<file path="src/rtl/tabby_mbox_pkg.sv">
// Shared constants for the tabby event mailbox: register map, IRQ source bits,
// STATUS field positions and a byte-lane helper for partial register writes.
package tabby_mbox_pkg;

  localparam logic [2:0] ADDR_STATUS   = 3'd0;
  localparam logic [2:0] ADDR_DATA     = 3'd1;
  localparam logic [2:0] ADDR_IRQ_EN   = 3'd2;
  localparam logic [2:0] ADDR_IRQ_PEND = 3'd3;
  localparam logic [2:0] ADDR_THRESH   = 3'd4;
  localparam logic [2:0] ADDR_TSTAMP   = 3'd5;

  localparam int IRQ_PUSH = 0;
  localparam int IRQ_THR  = 1;
  localparam int IRQ_OVF  = 2;
  localparam int NUM_IRQ  = 3;

  localparam int STAT_EMPTY = 16;
  localparam int STAT_FULL  = 17;
  localparam int STAT_OVF   = 18;

  localparam int EV_W = 32;
  localparam int TS_W = 32;

  // True when the byte lane holding register bit idx is enabled.
  function automatic logic byte_lane_en(input logic [3:0] be, input int idx);
    return be[idx/8];
  endfunction

endpackage

</file>
<file path="src/rtl/tabby_mbox_fifo.sv">
// Synchronous show-ahead FIFO; head_data is the oldest entry whenever not empty.
// A push into a full FIFO is taken only when a pop happens in the same cycle.
module tabby_mbox_fifo #(
  parameter int WIDTH      = 32,
  parameter int DEPTH_LOG2 = 4
) (
  input  logic                  q_clock,
  input  logic                  q_reset,
  input  logic                  push,
  input  logic                  pop,
  input  logic [WIDTH-1:0]      push_data,
  output logic [WIDTH-1:0]      head_data,
  output logic [DEPTH_LOG2:0]   level,
  output logic                  full,
  output logic                  empty
);

  localparam int DEPTH = 1 << DEPTH_LOG2;
  localparam int LW    = DEPTH_LOG2 + 1;

  logic [WIDTH-1:0]      mem [DEPTH];
  logic [DEPTH_LOG2-1:0] wr_ptr;
  logic [DEPTH_LOG2-1:0] rd_ptr;
  logic                  do_push;
  logic                  do_pop;

  assign full      = (level == LW'(DEPTH));
  assign empty     = (level == '0);
  assign do_pop    = pop && !empty;
  assign do_push   = push && (!full || do_pop);
  assign head_data = mem[rd_ptr];

  // When full, wr_ptr == rd_ptr; the old head is read this cycle before the
  // overwrite lands at the clock edge.
  always_ff @(posedge q_clock) begin
    if (do_push) mem[wr_ptr] <= push_data;
  end

  always_ff @(posedge q_clock or posedge q_reset) begin
    if (q_reset) begin
      wr_ptr <= '0;
      rd_ptr <= '0;
      level  <= '0;
    end else begin
      if (do_push) wr_ptr <= wr_ptr + 1'b1;
      if (do_pop)  rd_ptr <= rd_ptr + 1'b1;
      case ({do_push, do_pop})
        2'b10:   level <= level + 1'b1;
        2'b01:   level <= level - 1'b1;
        default: level <= level;
      endcase
    end
  end

endmodule

</file>
<file path="src/rtl/tabby_event_mbox.sv">
// Avalon-MM event mailbox: fabric pushes event words, host pops them via DATA.
// Optional TABBY_MBOX_TIMESTAMP_EN stores a cycle stamp with each word.
module tabby_event_mbox
  import tabby_mbox_pkg::*;
#(
  parameter int DEPTH_LOG2 = 4
) (
  input  logic        csi_MCLK_clk,
  input  logic        rsi_MRST_reset,
  input  logic [2:0]  avs_S1_address,
  input  logic        avs_S1_read,
  input  logic        avs_S1_write,
  input  logic [31:0] avs_S1_writedata,
  input  logic [3:0]  avs_S1_byteenable,
  output logic [31:0] avs_S1_readdata,
  output logic        avs_S1_readdatavalid,
  output logic        avs_S1_waitrequest,
  input  logic [31:0] asi_EV_data,
  input  logic        asi_EV_valid,
  output logic        ins_IRQ_irq
);

  localparam int LW = DEPTH_LOG2 + 1;
`ifdef TABBY_MBOX_TIMESTAMP_EN
  localparam int FW = EV_W + TS_W;
`else
  localparam int FW = EV_W;
`endif

  logic q_clock;
  logic q_reset;
  assign q_clock = csi_MCLK_clk;
  assign q_reset = rsi_MRST_reset;

  logic               rd_acc;
  logic               wr_acc;
  logic               push;
  logic               pop;
  logic               drop;
  logic               thr_hit;
  logic [FW-1:0]      fifo_in;
  logic [FW-1:0]      fifo_head;
  logic [LW-1:0]      level;
  logic               full;
  logic               empty;

  logic [NUM_IRQ-1:0] irq_en;
  logic [NUM_IRQ-1:0] irq_pend;
  logic [LW-1:0]      thresh;
  logic               ovf_seen;

  logic [NUM_IRQ-1:0] irq_en_nxt;
  logic [NUM_IRQ-1:0] pend_clr;
  logic [NUM_IRQ-1:0] pend_set;
  logic [NUM_IRQ-1:0] pend_nxt;
  logic [LW-1:0]      thresh_nxt;
  logic               ovf_nxt;
  logic [31:0]        status_word;
  logic [31:0]        rd_word;

  assign avs_S1_waitrequest = 1'b0;

  // Read wins if the bridge ever asserts both strobes.
  assign rd_acc  = avs_S1_read;
  assign wr_acc  = avs_S1_write && !avs_S1_read;
  assign pop     = rd_acc && (avs_S1_address == ADDR_DATA) && !empty;
  assign push    = asi_EV_valid && (!full || pop);
  assign drop    = asi_EV_valid && !push;
  assign thr_hit = push && !pop && (thresh != '0) && ((level + LW'(1)) == thresh);

`ifdef TABBY_MBOX_TIMESTAMP_EN
  logic [TS_W-1:0] ts_cnt;
  logic [TS_W-1:0] tstamp;

  assign fifo_in = {ts_cnt, asi_EV_data};

  always_ff @(posedge q_clock or posedge q_reset) begin
    if (q_reset) begin
      ts_cnt <= '0;
      tstamp <= '0;
    end else begin
      ts_cnt <= ts_cnt + 1'b1;
      if (pop) tstamp <= fifo_head[FW-1:EV_W];
    end
  end
`else
  assign fifo_in = asi_EV_data;
`endif

  tabby_mbox_fifo #(
    .WIDTH      (FW),
    .DEPTH_LOG2 (DEPTH_LOG2)
  ) u_fifo (
    .q_clock   (q_clock),
    .q_reset   (q_reset),
    .push      (push),
    .pop       (pop),
    .push_data (fifo_in),
    .head_data (fifo_head),
    .level     (level),
    .full      (full),
    .empty     (empty)
  );

  always_comb begin
    irq_en_nxt = irq_en;
    thresh_nxt = thresh;
    pend_clr   = '0;
    for (int i = 0; i < NUM_IRQ; i++) begin
      if (wr_acc && (avs_S1_address == ADDR_IRQ_EN) && byte_lane_en(avs_S1_byteenable, i))
        irq_en_nxt[i] = avs_S1_writedata[i];
      if (wr_acc && (avs_S1_address == ADDR_IRQ_PEND) && byte_lane_en(avs_S1_byteenable, i))
        pend_clr[i] = avs_S1_writedata[i];
    end
    for (int i = 0; i < LW; i++) begin
      if (wr_acc && (avs_S1_address == ADDR_THRESH) && byte_lane_en(avs_S1_byteenable, i))
        thresh_nxt[i] = avs_S1_writedata[i];
    end
  end

  // A same-cycle set beats the host's W1C.
  always_comb begin
    pend_set           = '0;
    pend_set[IRQ_PUSH] = push;
    pend_set[IRQ_THR]  = thr_hit;
    pend_set[IRQ_OVF]  = drop;
    pend_nxt           = (irq_pend & ~pend_clr) | pend_set;
    ovf_nxt            = (ovf_seen && !pend_clr[IRQ_OVF]) || drop;
  end

  always_comb begin
    status_word             = '0;
    status_word[LW-1:0]     = level;
    status_word[STAT_EMPTY] = empty;
    status_word[STAT_FULL]  = full;
    status_word[STAT_OVF]   = ovf_seen;
  end

  always_comb begin
    rd_word = '0;
    case (avs_S1_address)
      ADDR_STATUS:   rd_word = status_word;
      ADDR_DATA:     rd_word = empty ? 32'h0 : fifo_head[EV_W-1:0];
      ADDR_IRQ_EN:   rd_word[NUM_IRQ-1:0] = irq_en;
      ADDR_IRQ_PEND: rd_word[NUM_IRQ-1:0] = irq_pend;
      ADDR_THRESH:   rd_word[LW-1:0] = thresh;
`ifdef TABBY_MBOX_TIMESTAMP_EN
      ADDR_TSTAMP:   rd_word = tstamp;
`endif
      default:       rd_word = '0;
    endcase
  end

  always_ff @(posedge q_clock or posedge q_reset) begin
    if (q_reset) begin
      irq_en               <= '0;
      irq_pend             <= '0;
      thresh               <= '0;
      ovf_seen             <= 1'b0;
      ins_IRQ_irq          <= 1'b0;
      avs_S1_readdata      <= '0;
      avs_S1_readdatavalid <= 1'b0;
    end else begin
      irq_en               <= irq_en_nxt;
      irq_pend             <= pend_nxt;
      thresh               <= thresh_nxt;
      ovf_seen             <= ovf_nxt;
      ins_IRQ_irq          <= |(irq_pend & irq_en);
      avs_S1_readdatavalid <= rd_acc;
      if (rd_acc) avs_S1_readdata <= rd_word;
    end
  end

  logic unused_wr_bits;
  assign unused_wr_bits = ^{avs_S1_writedata, avs_S1_byteenable};

endmodule
</file>
<file path="config.mk">
export PLATFORM = sky130hd
export DESIGN_NAME = tabby_event_mbox
export DESIGN_NICKNAME = d
export VERILOG_FILES = /design/src/rtl/tabby_mbox_pkg.sv /design/src/rtl/tabby_mbox_fifo.sv /design/src/rtl/tabby_event_mbox.sv
export SDC_FILE = /design/constraint.sdc
export NUM_CORES = 1
export LEC_CHECK = 0
export CAP_MARGIN = 25
export CORE_AREA = 8 8 245 247
export DETAILED_ROUTE_END_ITERATION = 8
export DIE_AREA = 0 0 253 255
export SLEW_MARGIN = 15
export SYNTH_ARGS = -nofsm -noshare
export SYNTH_HDL_FRONTEND = slang
export SYNTH_SLANG_ARGS = --single-unit
</file>
<file path="constraint.sdc">
create_clock -name csi_MCLK_clk -period 15.45 [get_ports csi_MCLK_clk]
set_input_delay 1.545 -clock csi_MCLK_clk [delete_from_list [all_inputs] [get_ports csi_MCLK_clk]]
set_output_delay 1.545 -clock csi_MCLK_clk [all_outputs]
set_load 0.02 [all_outputs]
</file>
==> results of run 1 <==
-- metal layers --
metal / vias up / wire [µm] / GRT usage / part of all wire
li1: 4547 / - / - / -
met4: 6 / 898 / 0.0399 / 0.018
met1: 5700 / 22200 / 0.215 / 0.45
met2: 259 / 23600 / 0.248 / 0.48
met5: - / 41 / 0 / 0.00083
met3: 79 / 2860 / 0.0329 / 0.058
-- placed cells by master, fill, tap and decap left out, types with 20 or more instances in the layout --
cell and n:
a2bb2oi_1 24, buf_4 33, clkbuf_16 58, clkdlybuf4s50_1 79
dfrtp_1 55, edfxtp_1 512, mux2i_1 61, mux4_2 128
nand2_1 20, o31ai_1 25
-- metrics by stage --
stage | cells | util | setup WS, ps | hold slack [ps]
after floorplan | 1032 | - | 9300 | 465
final | 1953 | 0.466 | 11440 | 500
after global placement | 1843 | 0.429 | 10870 | 482
after detailed placement | 1844 | 0.430 | 10820 | 481
after global routing | 1952 | 0.466 | 11310 | 519
after CTS | 1952 | 0.466 | 11470 | 498
-- layout make-up --
class	count	area [µm²]	share of cell area
Sequential cell	571	16900	0.647
Inverter	10	41.3	0.00158
Tap cell	756	946	0.0363
Antenna cell	1	2.50	0.0000960
Multi-Input combinational cell	394	5140	0.197
Clock buffer	76	1600	0.0614
Clock inverter	32	424	0.0163
Timing Repair Buffer	113	1040	0.0400
-- sequential cells by signal, summed over array words and instances (netlist names), 3 cells and up --
signal           count
u_fifo.mem         512
avs_S1_readdata     32
thresh               5
u_fifo.level         5
u_fifo.rd_ptr        4
u_fifo.wr_ptr        4
irq_en               3
irq_pend             3
-- power groups by stage --
stage                     registers, mW  clock network (mW)  logic [mW]
after CTS                          1.98                1.48       0.936
after global routing               2.00                1.54       0.982
after floorplan                    1.95                   0       0.713
final                              1.98                1.45       0.912
after global placement             2.01                   0       0.922
after detailed placement           2.02                   0       0.931
-- kinds of logic after synthesis --
group | share of synthesized area
flops | 0.757
other cells | 0.000168
simple gates | 0.0229
fa+ha+maj | 0.00562
compound gates | 0.0287
xor+xnor | 0.00691
buf+inv | 0.0153
mux | 0.163
-- critical path, cell delays in order --
cell and delay [ps]:
clkdlybuf4s50_1 650, nand4bb_1 360, a21boi_0 210, buf_4 220, and3_1 220, and2_2 540
buf_4 470
-- path summary, 6_finish.rpt --
kind | start | endpoint | slack [ps] | cells past startpoint
min in group asynchronous | rsi_MRST_reset | avs_S1_readdata[15] | 1260 | 2
max in group asynchronous | rsi_MRST_reset | u_fifo.rd_ptr[1] | 13050 | 3
setup reg to reg | u_fifo.rd_ptr[1] | avs_S1_readdata[16] | 11760 | 6
hold / removal | avs_S1_readdata[9] | avs_S1_readdata[9] | 500 | 2
hold reg to reg | avs_S1_readdata[9] | avs_S1_readdata[9] | 500 | 2
setup / recovery | avs_S1_address[2] | u_fifo.mem[12][6] | 11440 | 7
==> metrics.txt, run 1 <==
# TYPE chip_impl_metric gauge
chip_impl_metric{name="fillCellCount",unit=""} 4675
chip_impl_metric{name="gp_routability_congestion",unit=""} 0.727
chip_impl_metric{name="asyncSetResetFlopFracSynth",unit=""} 0.103
chip_impl_metric{name="critPathRequiredTime",unit="ps"} 15710
chip_impl_metric{name="finalSetupViolCount",unit=""} 0
chip_impl_metric{name="dpl_cell_area",unit="mm²"} 0.0240
chip_impl_metric{name="sw_frac_of_total",unit=""} 0.269
chip_impl_metric{name="area_growth",unit="%"} 17.1
chip_impl_metric{name="post_cts_hold_buffer_count",unit=""} 0
chip_impl_info{name="rsz_0062_raised_after_global_routing",value="no"} 1
chip_impl_metric{name="power_frac_seq",unit=""} 0.456
chip_impl_metric{name="grt_start_max_net_pins",unit=""} 66
chip_impl_metric{name="post_route_cells_drive_above_1_share",unit=""} 0.249
chip_impl_metric{name="critical_path_arrival",unit="ps"} 4270
chip_impl_metric{name="num-nets-final",unit=""} 1233
chip_impl_metric{name="detailroute.via_count",unit=""} 10600
chip_impl_metric{name="grt_util_all_layers",unit=""} 0.155
chip_impl_metric{name="cts_htree_levels",unit=""} 2
chip_impl_metric{name="rows",unit=""} 87
chip_impl_metric{name="post_cts_resized",unit=""} 0
chip_impl_info{name="synth_commonest_cells",value="edfxtp_1 (512), mux4_2 (128), mux2i_1 (61)"} 1
chip_impl_info{name="root_buffer",value="clkbuf_16"} 1
chip_impl_metric{name="comb_power_share",unit=""} 0.210
chip_impl_metric{name="grt.overflow.total",unit=""} 0
chip_impl_metric{name="floorplan.die_area",unit="mm²"} 0.0645
chip_impl_metric{name="tritoncts_num_sinks",unit=""} 571
chip_impl_metric{name="synth_area",unit="mm²"} 0.0223
chip_impl_metric{name="design_power_total",unit="mW"} 4.35
chip_impl_metric{name="tritonroute_pass_1_iters",unit=""} 5
chip_impl_metric{name="grt_pass1_vias",unit=""} 11100
chip_impl_info{name="path_class",value="input pin to flip-flop"} 1
chip_impl_info{name="status",value="finished, final reports clean"} 1
chip_impl_metric{name="synth.yosys.seq_area_share",unit=""} 0.757
chip_impl_metric{name="grt_antenna_before_repair",unit=""} 4
chip_impl_metric{name="fmax",unit="GHz"} 0.249
chip_impl_metric{name="cts_max_path_buffers",unit=""} 3
chip_impl_info{name="most_used_flip_flop_cell_after_synthesis",value="edfxtp_1"} 1
chip_impl_metric{name="grt_first_pass_wirelength",unit="µm"} 73900
chip_impl_metric{name="worstPathMaxFanout",unit=""} 18
chip_impl_metric{name="stdcell_area",unit="mm²"} 0.0261
chip_impl_metric{name="yosys_register_bits",unit=""} 571
chip_impl_metric{name="tritoncts.num_buffers",unit=""} 57
chip_impl_info{name="synthDominantAreaCellType",value="edfxtp_1"} 1
chip_impl_metric{name="detail_route.wirelength",unit="µm"} 49600
chip_impl_info{name="hold_class",value="flip-flop to flip-flop"} 1
chip_impl_metric{name="post_dr_wirelength_cell",unit="µm"} 25.4
chip_impl_metric{name="path_clk_slew",unit="ps"} 60
chip_impl_metric{name="timing.final.crit_share",unit=""} 0.259
chip_impl_metric{name="routed_via_density",unit=""} 5.42
chip_impl_metric{name="yosysUniqueCellTypes",unit=""} 54
chip_impl_metric{name="yosys_warnings",unit=""} 0
chip_impl_metric{name="chipHeight",unit="µm"} 255
chip_impl_metric{name="min_period",unit="ps"} 4010
chip_impl_metric{name="ios",unit=""} 111
chip_impl_info{name="tritoncts",value="built"} 1
chip_impl_metric{name="post-cts-setup-buffer-count",unit=""} 0
chip_impl_metric{name="finalMaxSlewViolations",unit=""} 0
chip_impl_metric{name="slew_headroom",unit=""} 0.321
chip_impl_metric{name="drtAntennaViolNets",unit=""} 0
chip_impl_metric{name="post_synth.cell_area_avg",unit="µm²"} 21.6
chip_impl_metric{name="timing.final.hold_violations",unit=""} 0
chip_impl_metric{name="dieWidth",unit="µm"} 253
chip_impl_metric{name="totalNegativeSetupSlack",unit="ps"} 0
chip_impl_info{name="endpoint_kind",value="flip-flop"} 1
chip_impl_metric{name="synth_edf_count",unit=""} 512
chip_impl_metric{name="synth_nets",unit=""} 1118
chip_impl_metric{name="place.detailed.hpwl",unit="µm"} 26000
chip_impl_metric{name="max-vdd-ir-drop",unit="mV"} 0.0960
chip_impl_metric{name="io_port_bufs",unit=""} 79
chip_impl_metric{name="leakage",unit="nW"} 8.46
chip_impl_info{name="yosys.cell_count.top_type",value="edfxtp_1"} 1
chip_impl_info{name="synth_area_leaders",value="edfxtp_1 (69%), mux4_2 (13%), dfrtp_1 (6.6%)"} 1
chip_impl_metric{name="worst_clock_skew",unit="ps"} 36.3
chip_impl_metric{name="cap_violations",unit=""} 0
chip_impl_metric{name="core",unit="mm²"} 0.0560
chip_impl_metric{name="power_frac_clock",unit=""} 0.335
chip_impl_info{name="setup.worst_path.start_class",value="input pin"} 1
chip_impl_metric{name="switchingPower",unit="mW"} 1.17
chip_impl_metric{name="worstMarginPinSlew",unit="ps"} 1020
chip_impl_metric{name="power_per_cell_area",unit="mW/mm²"} 167
chip_impl_metric{name="yosys.area.top_type_share",unit=""} 0.691
chip_impl_metric{name="drt-initial-drc-count",unit=""} 922
chip_impl_metric{name="netlist_instances",unit=""} 1032
chip_impl_metric{name="floorplan.initialDensity",unit=""} 0.398
chip_impl_metric{name="cell_internal_pwr",unit="mW"} 3.18
chip_impl_metric{name="drc_errors",unit=""} 0
chip_impl_metric{name="clk_latency",unit="ps"} 620
(Power assumes the default switching activity.)
==> run 2: changes to the inputs <==
==> constraint.sdc (replaced) <==
create_clock -name csi_MCLK_clk -period 3.3 [get_ports csi_MCLK_clk]
set_input_delay 0.33 -clock csi_MCLK_clk [delete_from_list [all_inputs] [get_ports csi_MCLK_clk]]
set_output_delay 0.33 -clock csi_MCLK_clk [all_outputs]
set_load 0.02 [all_outputs]
==> metrics.txt, run 2 (same netlist as run 1, synthesis figures left out) <==
# TYPE chip_impl_metric gauge
chip_impl_metric{name="grt.overflow.total",unit=""} 0
chip_impl_metric{name="post_route_cells_drive_above_1_share",unit=""} 0.257
chip_impl_metric{name="post_cts_resized",unit=""} 0
chip_impl_metric{name="post_layout_nonfiller_instances",unit=""} 1976
chip_impl_info{name="reg.largest.list",value="u_fifo.mem: 512 flops, avs_S1_readdata: 32 flops"} 1
chip_impl_metric{name="slew_headroom",unit=""} 0.395
chip_impl_metric{name="worstPathMaxFanout",unit=""} 22
chip_impl_metric{name="timing.reg2reg.worst_path_depth",unit=""} 8
chip_impl_metric{name="critical_path_arrival",unit="ps"} 3230
chip_impl_info{name="setup.worst_path.start_class",value="flip-flop"} 1
chip_impl_metric{name="rows",unit=""} 87
chip_impl_metric{name="grt_start_max_net_pins",unit=""} 53
chip_impl_metric{name="grt_first_pass_wirelength",unit="µm"} 74300
chip_impl_metric{name="power_frac_seq",unit=""} 0.460
chip_impl_metric{name="cts_max_path_buffers",unit=""} 3
chip_impl_metric{name="design_power_total",unit="mW"} 20.2
chip_impl_metric{name="grt_util_all_layers",unit=""} 0.154
chip_impl_metric{name="min_period",unit="ps"} 2980
chip_impl_info{name="root_buffer",value="clkbuf_16"} 1
chip_impl_metric{name="io_port_bufs",unit=""} 79
chip_impl_metric{name="routed_via_density",unit=""} 5.39
chip_impl_metric{name="chipHeight",unit="µm"} 255
chip_impl_metric{name="met3_wirelength",unit="µm"} 2790
chip_impl_metric{name="worst_clock_skew",unit="ps"} 18.0
chip_impl_metric{name="leakage",unit="nW"} 8.62
chip_impl_metric{name="totalNegativeSetupSlack",unit="ps"} 0
chip_impl_metric{name="finalHoldWorstSlack",unit="ps"} 140
chip_impl_metric{name="fillCellCount",unit=""} 4689
chip_impl_metric{name="cts_htree_levels",unit=""} 2
chip_impl_metric{name="tritoncts.num_buffers",unit=""} 58
chip_impl_metric{name="gp_routability_congestion",unit=""} 0.795
chip_impl_metric{name="critPathRequiredTime",unit="ps"} 3540
chip_impl_metric{name="tritonroute_pass_1_iters",unit=""} 5
chip_impl_metric{name="floorplan.initialDensity",unit=""} 0.398
chip_impl_metric{name="detail_route.wirelength",unit="µm"} 49700
chip_impl_metric{name="max-vdd-ir-drop",unit="mV"} 0.376
chip_impl_metric{name="grt_antenna_before_repair",unit=""} 1
chip_impl_metric{name="finalSetupViolCount",unit=""} 0
chip_impl_metric{name="cap_violations",unit=""} 0
chip_impl_metric{name="detailed_route_wirelength_on_metal2",unit="µm"} 24300
chip_impl_info{name="endpoint_kind",value="flip-flop"} 1
chip_impl_metric{name="tritoncts_num_sinks",unit=""} 571
chip_impl_metric{name="timing.final.hold_violations",unit=""} 0
chip_impl_metric{name="ios",unit=""} 111
chip_impl_info{name="mostFrequentLayoutCell",value="edfxtp_1"} 1
chip_impl_metric{name="timing.final.crit_share",unit=""} 0.904
chip_impl_metric{name="post_cts_hold_buffer_count",unit=""} 0
chip_impl_info{name="rsz_0062_raised_after_global_routing",value="no"} 1
chip_impl_metric{name="finalMaxSlewViolations",unit=""} 0
chip_impl_metric{name="power_per_cell_area",unit="mW/mm²"} 769
chip_impl_metric{name="sw_frac_of_total",unit=""} 0.272
chip_impl_metric{name="wl_met1",unit="µm"} 21700
chip_impl_info{name="r2r-start",value="u_fifo.level[1]"} 1
chip_impl_info{name="hold_class",value="input pin to asynchronous set/reset pin"} 1
chip_impl_metric{name="cell_internal_pwr",unit="mW"} 14.7
chip_impl_metric{name="grt_pass1_vias",unit=""} 11400
chip_impl_metric{name="comb_power_share",unit=""} 0.225
chip_impl_metric{name="switchingPower",unit="mW"} 5.50
chip_impl_metric{name="core",unit="mm²"} 0.0560
chip_impl_metric{name="worstMarginPinSlew",unit="ps"} 905
chip_impl_metric{name="post-place-cells",unit=""} 1868
chip_impl_metric{name="power_frac_clock",unit=""} 0.315
chip_impl_metric{name="antenna-diode-count",unit=""} 0
chip_impl_metric{name="drtAntennaViolNets",unit=""} 0
chip_impl_metric{name="dieWidth",unit="µm"} 253
chip_impl_metric{name="post_dr_wirelength_cell",unit="µm"} 25.1
chip_impl_metric{name="largest_register_ff_count",unit=""} 512
chip_impl_info{name="path_class",value="flip-flop to flip-flop"} 1
chip_impl_metric{name="area_growth",unit="%"} 18.2
chip_impl_info{name="route.top_layer_used",value="met5"} 1
chip_impl_info{name="status",value="finished, final reports clean"} 1
chip_impl_metric{name="clk_latency",unit="ps"} 600
chip_impl_metric{name="fmax",unit="GHz"} 0.335
chip_impl_info{name="crit_reg_reg_endpoint",value="u_fifo.mem[0][6]"} 1
chip_impl_metric{name="reg2reg_slack",unit="ps"} 320
chip_impl_metric{name="post-cts-setup-buffer-count",unit=""} 0
chip_impl_info{name="tritoncts",value="built"} 1
chip_impl_metric{name="num-nets-final",unit=""} 1258
chip_impl_metric{name="drt-initial-drc-count",unit=""} 663
chip_impl_metric{name="place.detailed.hpwl",unit="µm"} 29200
chip_impl_metric{name="path_clk_slew",unit="ps"} 60
chip_impl_metric{name="floorplan.die_area",unit="mm²"} 0.0645
chip_impl_metric{name="drc_errors",unit=""} 0
chip_impl_info{name="commonest_cells_after_routing_fill_and_taps_aside",value="edfxtp_1 (512), mux4_2 (128), clkdlybuf4s50_1 (79)"} 1
chip_impl_info{name="max_flop_register",value="u_fifo.mem"} 1
chip_impl_metric{name="detailroute.via_count",unit=""} 10700
==> run 2: cell type report <==
class	instances	area (µm²)	share of cell area
tap	756	946	0.0359
sequential	571	16900	0.641
clock buffer	84	1630	0.0620
clock inverter	24	228	0.00865
multi-input combinational	394	5230	0.199
inverter	10	41.3	0.00157
timing repair buffer	137	1380	0.0524
==> run 2: metal layers <==
layer | vias to the layer above | track usage
met5 | - | 0
met4 | 2 | 0.0406
met3 | 68 | 0.0321
met2 | 268 | 0.255
met1 | 5717 | 0.208
li1 | 4603 | -
==> run 2: worst max path at each step <==
| stage | start | to | slack [ps] |
|---|---|---|---|
| global route | u_fifo.level[1] | u_fifo.mem[0][4] | 200 |
| finish | u_fifo.level[1] | u_fifo.mem[0][6] | 320 |
| detailed placement | avs_S1_read | u_fifo.mem[0][11] | 340 |
| CTS | u_fifo.level[1] | u_fifo.mem[11][4] | 340 |
| floorplan | u_fifo.level[0] | u_fifo.mem[1][0] | -630 |
| global placement | avs_S1_read | u_fifo.mem[0][11] | 350 |
==> run 2: per-stage QoR <==
stage / area, µm² / worst slack (ps) / utilization
after global placement: 24400 / 346 / 0.437
final: 26300 / 317 / 0.470
after detailed placement: 24500 / 345 / 0.437
after CTS: 26300 / 341 / 0.470
after floorplan: 22400 / -628 / -
after global routing: 26300 / 201 / 0.470
==> run 2: power groups by stage <==
stage,Clock (mW),Sequential [mW],Combinational (mW)
2_1_floorplan,0,9.10,3.44
3_3_place_gp,0,9.43,4.62
3_5_place_dp,0,9.47,4.65
4_1_cts,6.54,9.33,4.66
5_1_grt,6.80,9.40,4.89
6_report,6.37,9.31,4.56
==> run 2: critical path: stages, from the launching register on <==
cell and delay [ps]:
dfrtp_1 440, inv_1 90, ha_1 210, and4bb_2 280
a21boi_0 350, buf_4 230, inv_1 240, nor4b_4 350
buf_4 430
==> run 3: changes to the inputs <==
--- a/config.mk
+++ b/config.mk
@@ -9,6 +9,7 @@
 export CORE_AREA = 8 8 245 247
 export DETAILED_ROUTE_END_ITERATION = 8
 export DIE_AREA = 0 0 253 255
+export HOLD_SLACK_MARGIN = 0.08
 export SLEW_MARGIN = 15
 export SYNTH_ARGS = -nofsm -noshare
 export SYNTH_HDL_FRONTEND = slang
==> constraint.sdc (replaced) <==
create_clock -name csi_MCLK_clk -period 3.3 [get_ports csi_MCLK_clk]
set_input_delay 0.495 -clock csi_MCLK_clk [delete_from_list [all_inputs] [get_ports csi_MCLK_clk]]
set_output_delay 0.495 -clock csi_MCLK_clk [all_outputs]
set_load 0.02 [all_outputs]
==> metrics.txt, run 3 (same netlist as run 1, synthesis figures left out) <==
# TYPE chip_impl_metric gauge
chip_impl_metric{name="chipHeight",unit="µm"} 255
chip_impl_metric{name="timing.final.hold_violations",unit=""} 0
chip_impl_metric{name="critical_path_arrival",unit="ps"} 3490
chip_impl_info{name="reg.largest.list",value="u_fifo.mem: 512 flops, avs_S1_readdata: 32 flops"} 1
chip_impl_metric{name="tritonroute_pass_1_iters",unit=""} 5
chip_impl_metric{name="post_dr_wirelength_cell",unit="µm"} 25.0
chip_impl_metric{name="gp_routability_congestion",unit=""} 0.756
chip_impl_info{name="crit_chain",value="inv_1 > ha_1 > and4bb_2 > a21boi_0 > buf_4 > inv_1 > ha_1 > or2_2 > a21oi_1 > xor2_1"} 1
chip_impl_metric{name="clk_latency",unit="ps"} 610
chip_impl_metric{name="core",unit="mm²"} 0.0560
chip_impl_metric{name="tritoncts.num_buffers",unit=""} 57
chip_impl_metric{name="detailroute.via_count",unit=""} 10600
chip_impl_metric{name="grt.overflow.total",unit=""} 0
chip_impl_metric{name="slew_headroom",unit=""} 0.417
chip_impl_metric{name="post-place-cells",unit=""} 1869
chip_impl_metric{name="tritoncts_num_sinks",unit=""} 571
chip_impl_metric{name="critPathBufInv",unit=""} 3
chip_impl_metric{name="leakage",unit="nW"} 8.64
chip_impl_info{name="tritoncts",value="built"} 1
chip_impl_info{name="crit_slowest_cell",value="dfrtp_1"} 1
chip_impl_metric{name="finalSetupViolCount",unit=""} 0
chip_impl_metric{name="worstPathMaxFanout",unit=""} 9
chip_impl_metric{name="cts_max_path_buffers",unit=""} 3
chip_impl_metric{name="design_power_total",unit="mW"} 20.3
chip_impl_metric{name="worst_clock_skew",unit="ps"} 24.9
chip_impl_info{name="max_flop_register",value="u_fifo.mem"} 1
chip_impl_info{name="crit_family",value="buffers and inverters"} 1
chip_impl_metric{name="drt-initial-drc-count",unit=""} 752
chip_impl_metric{name="num-nets-final",unit=""} 1258
chip_impl_metric{name="largest_register_ff_count",unit=""} 512
chip_impl_metric{name="drc_errors",unit=""} 0
chip_impl_metric{name="totalNegativeSetupSlack",unit="ps"} 0
chip_impl_info{name="path_class",value="flip-flop to flip-flop"} 1
chip_impl_metric{name="post-cts-setup-buffer-count",unit=""} 0
chip_impl_metric{name="fillCellCount",unit=""} 4643
chip_impl_metric{name="ios",unit=""} 111
chip_impl_metric{name="grt_antenna_before_repair",unit=""} 2
chip_impl_metric{name="post_cts_resized",unit=""} 0
chip_impl_metric{name="detail_route.wirelength",unit="µm"} 49400
chip_impl_info{name="status",value="finished, final reports clean"} 1
chip_impl_metric{name="worstMarginPinSlew",unit="ps"} 875
chip_impl_info{name="root_buffer",value="clkbuf_16"} 1
chip_impl_metric{name="critPathRequiredTime",unit="ps"} 3810
chip_impl_metric{name="post-route-worst-setup-slack",unit="ps"} 326
chip_impl_metric{name="post_route_cells_drive_above_1_share",unit=""} 0.255
chip_impl_metric{name="dieWidth",unit="µm"} 253
chip_impl_metric{name="post_layout_nonfiller_instances",unit=""} 1977
chip_impl_info{name="hold_class",value="input pin to asynchronous set/reset pin"} 1
chip_impl_info{name="setup.worst_path.start_class",value="flip-flop"} 1
chip_impl_metric{name="place_ws",unit="ps"} 276
chip_impl_metric{name="min_period",unit="ps"} 2970
chip_impl_info{name="rsz_0062_raised_after_global_routing",value="no"} 1
chip_impl_info{name="mostFrequentLayoutCell",value="edfxtp_1"} 1
chip_impl_metric{name="grt_pass1_vias",unit=""} 11200
chip_impl_metric{name="rows",unit=""} 87
chip_impl_metric{name="place.detailed.hpwl",unit="µm"} 28900
chip_impl_metric{name="area_growth",unit="%"} 18.3
chip_impl_metric{name="cts_htree_levels",unit=""} 2
chip_impl_metric{name="grt_util_all_layers",unit=""} 0.154
chip_impl_metric{name="post_cts_hold_buffer_count",unit=""} 0
chip_impl_metric{name="timing.final.crit_share",unit=""} 0.901
chip_impl_metric{name="crit_path_largest_cell_delay",unit="ps"} 490
chip_impl_info{name="endpoint_kind",value="flip-flop"} 1
chip_impl_info{name="commonest_cells_after_routing_fill_and_taps_aside",value="edfxtp_1 (512), mux4_2 (128), clkdlybuf4s50_1 (79)"} 1
chip_impl_metric{name="grt_first_pass_wirelength",unit="µm"} 73600
chip_impl_metric{name="power_per_cell_area",unit="mW/mm²"} 772
chip_impl_metric{name="grt_start_max_net_pins",unit=""} 42
chip_impl_metric{name="cap_violations",unit=""} 0
chip_impl_metric{name="floorplan.die_area",unit="mm²"} 0.0645
chip_impl_metric{name="floorplan.initialDensity",unit=""} 0.398
chip_impl_metric{name="reg2reg_slack",unit="ps"} 330
chip_impl_metric{name="io_port_bufs",unit=""} 79
chip_impl_metric{name="routed_via_density",unit=""} 5.36
chip_impl_metric{name="path_clk_slew",unit="ps"} 60
chip_impl_metric{name="finalMaxSlewViolations",unit=""} 0
chip_impl_metric{name="drtAntennaViolNets",unit=""} 0
chip_impl_metric{name="fmax",unit="GHz"} 0.336
chip_impl_metric{name="max-vdd-ir-drop",unit="mV"} 0.409
==> run 3: through the flow <==
stage	instance area (µm²)	hold slack [ps]	util
floorplan	22400	465	-
global placement	24500	485	0.437
detailed placement	24500	499	0.437
CTS	26300	222	0.471
global route	26300	268	0.471
finish	26300	237	0.471
==> run 3: area by class of cell <==
class | count | area [µm²] | share of cell area
Sequential cell | 571 | 16900 | 0.640
Multi-Input combinational cell | 394 | 5230 | 0.198
Clock buffer | 78 | 1550 | 0.0587
Timing Repair Buffer | 138 | 1380 | 0.0525
Tap cell | 756 | 946 | 0.0359
Clock inverter | 29 | 338 | 0.0128
Inverter | 10 | 41.3 | 0.00157
Antenna cell | 1 | 2.50 | 0.0000950
==> run 3: where the power goes <==
part           internal (mW)  switching, mW
Clock                   3.83           2.65
Sequential              8.69          0.539
Combinational           2.30           2.32
==> run 3: final timing paths <==
path                       depth (start not counted)                 from                   to
min in group csi_MCLK_clk                          2  avs_S1_readdata[29]  avs_S1_readdata[29]
min                                                2       rsi_MRST_reset  avs_S1_readdata[17]
min reg2reg                                        2  avs_S1_readdata[29]  avs_S1_readdata[29]
max reg2reg                                       10      u_fifo.level[0]      u_fifo.level[3]
max in group asynchronous                          3       rsi_MRST_reset     u_fifo.rd_ptr[1]
max                                               10      u_fifo.level[0]      u_fifo.level[3]
==> run 3: per-layer routing <==
metal / global-route usage / wire length [µm] / share of wire / up-vias
met3: 0.0247 / 2190 / 0.044 / 53
met4: 0.0422 / 808 / 0.016 / 2
met2: 0.257 / 24500 / 0.50 / 221
met1: 0.209 / 21800 / 0.44 / 5717
met5: 0 / 13 / 0.00026 / -
li1: - / - / - / 4607
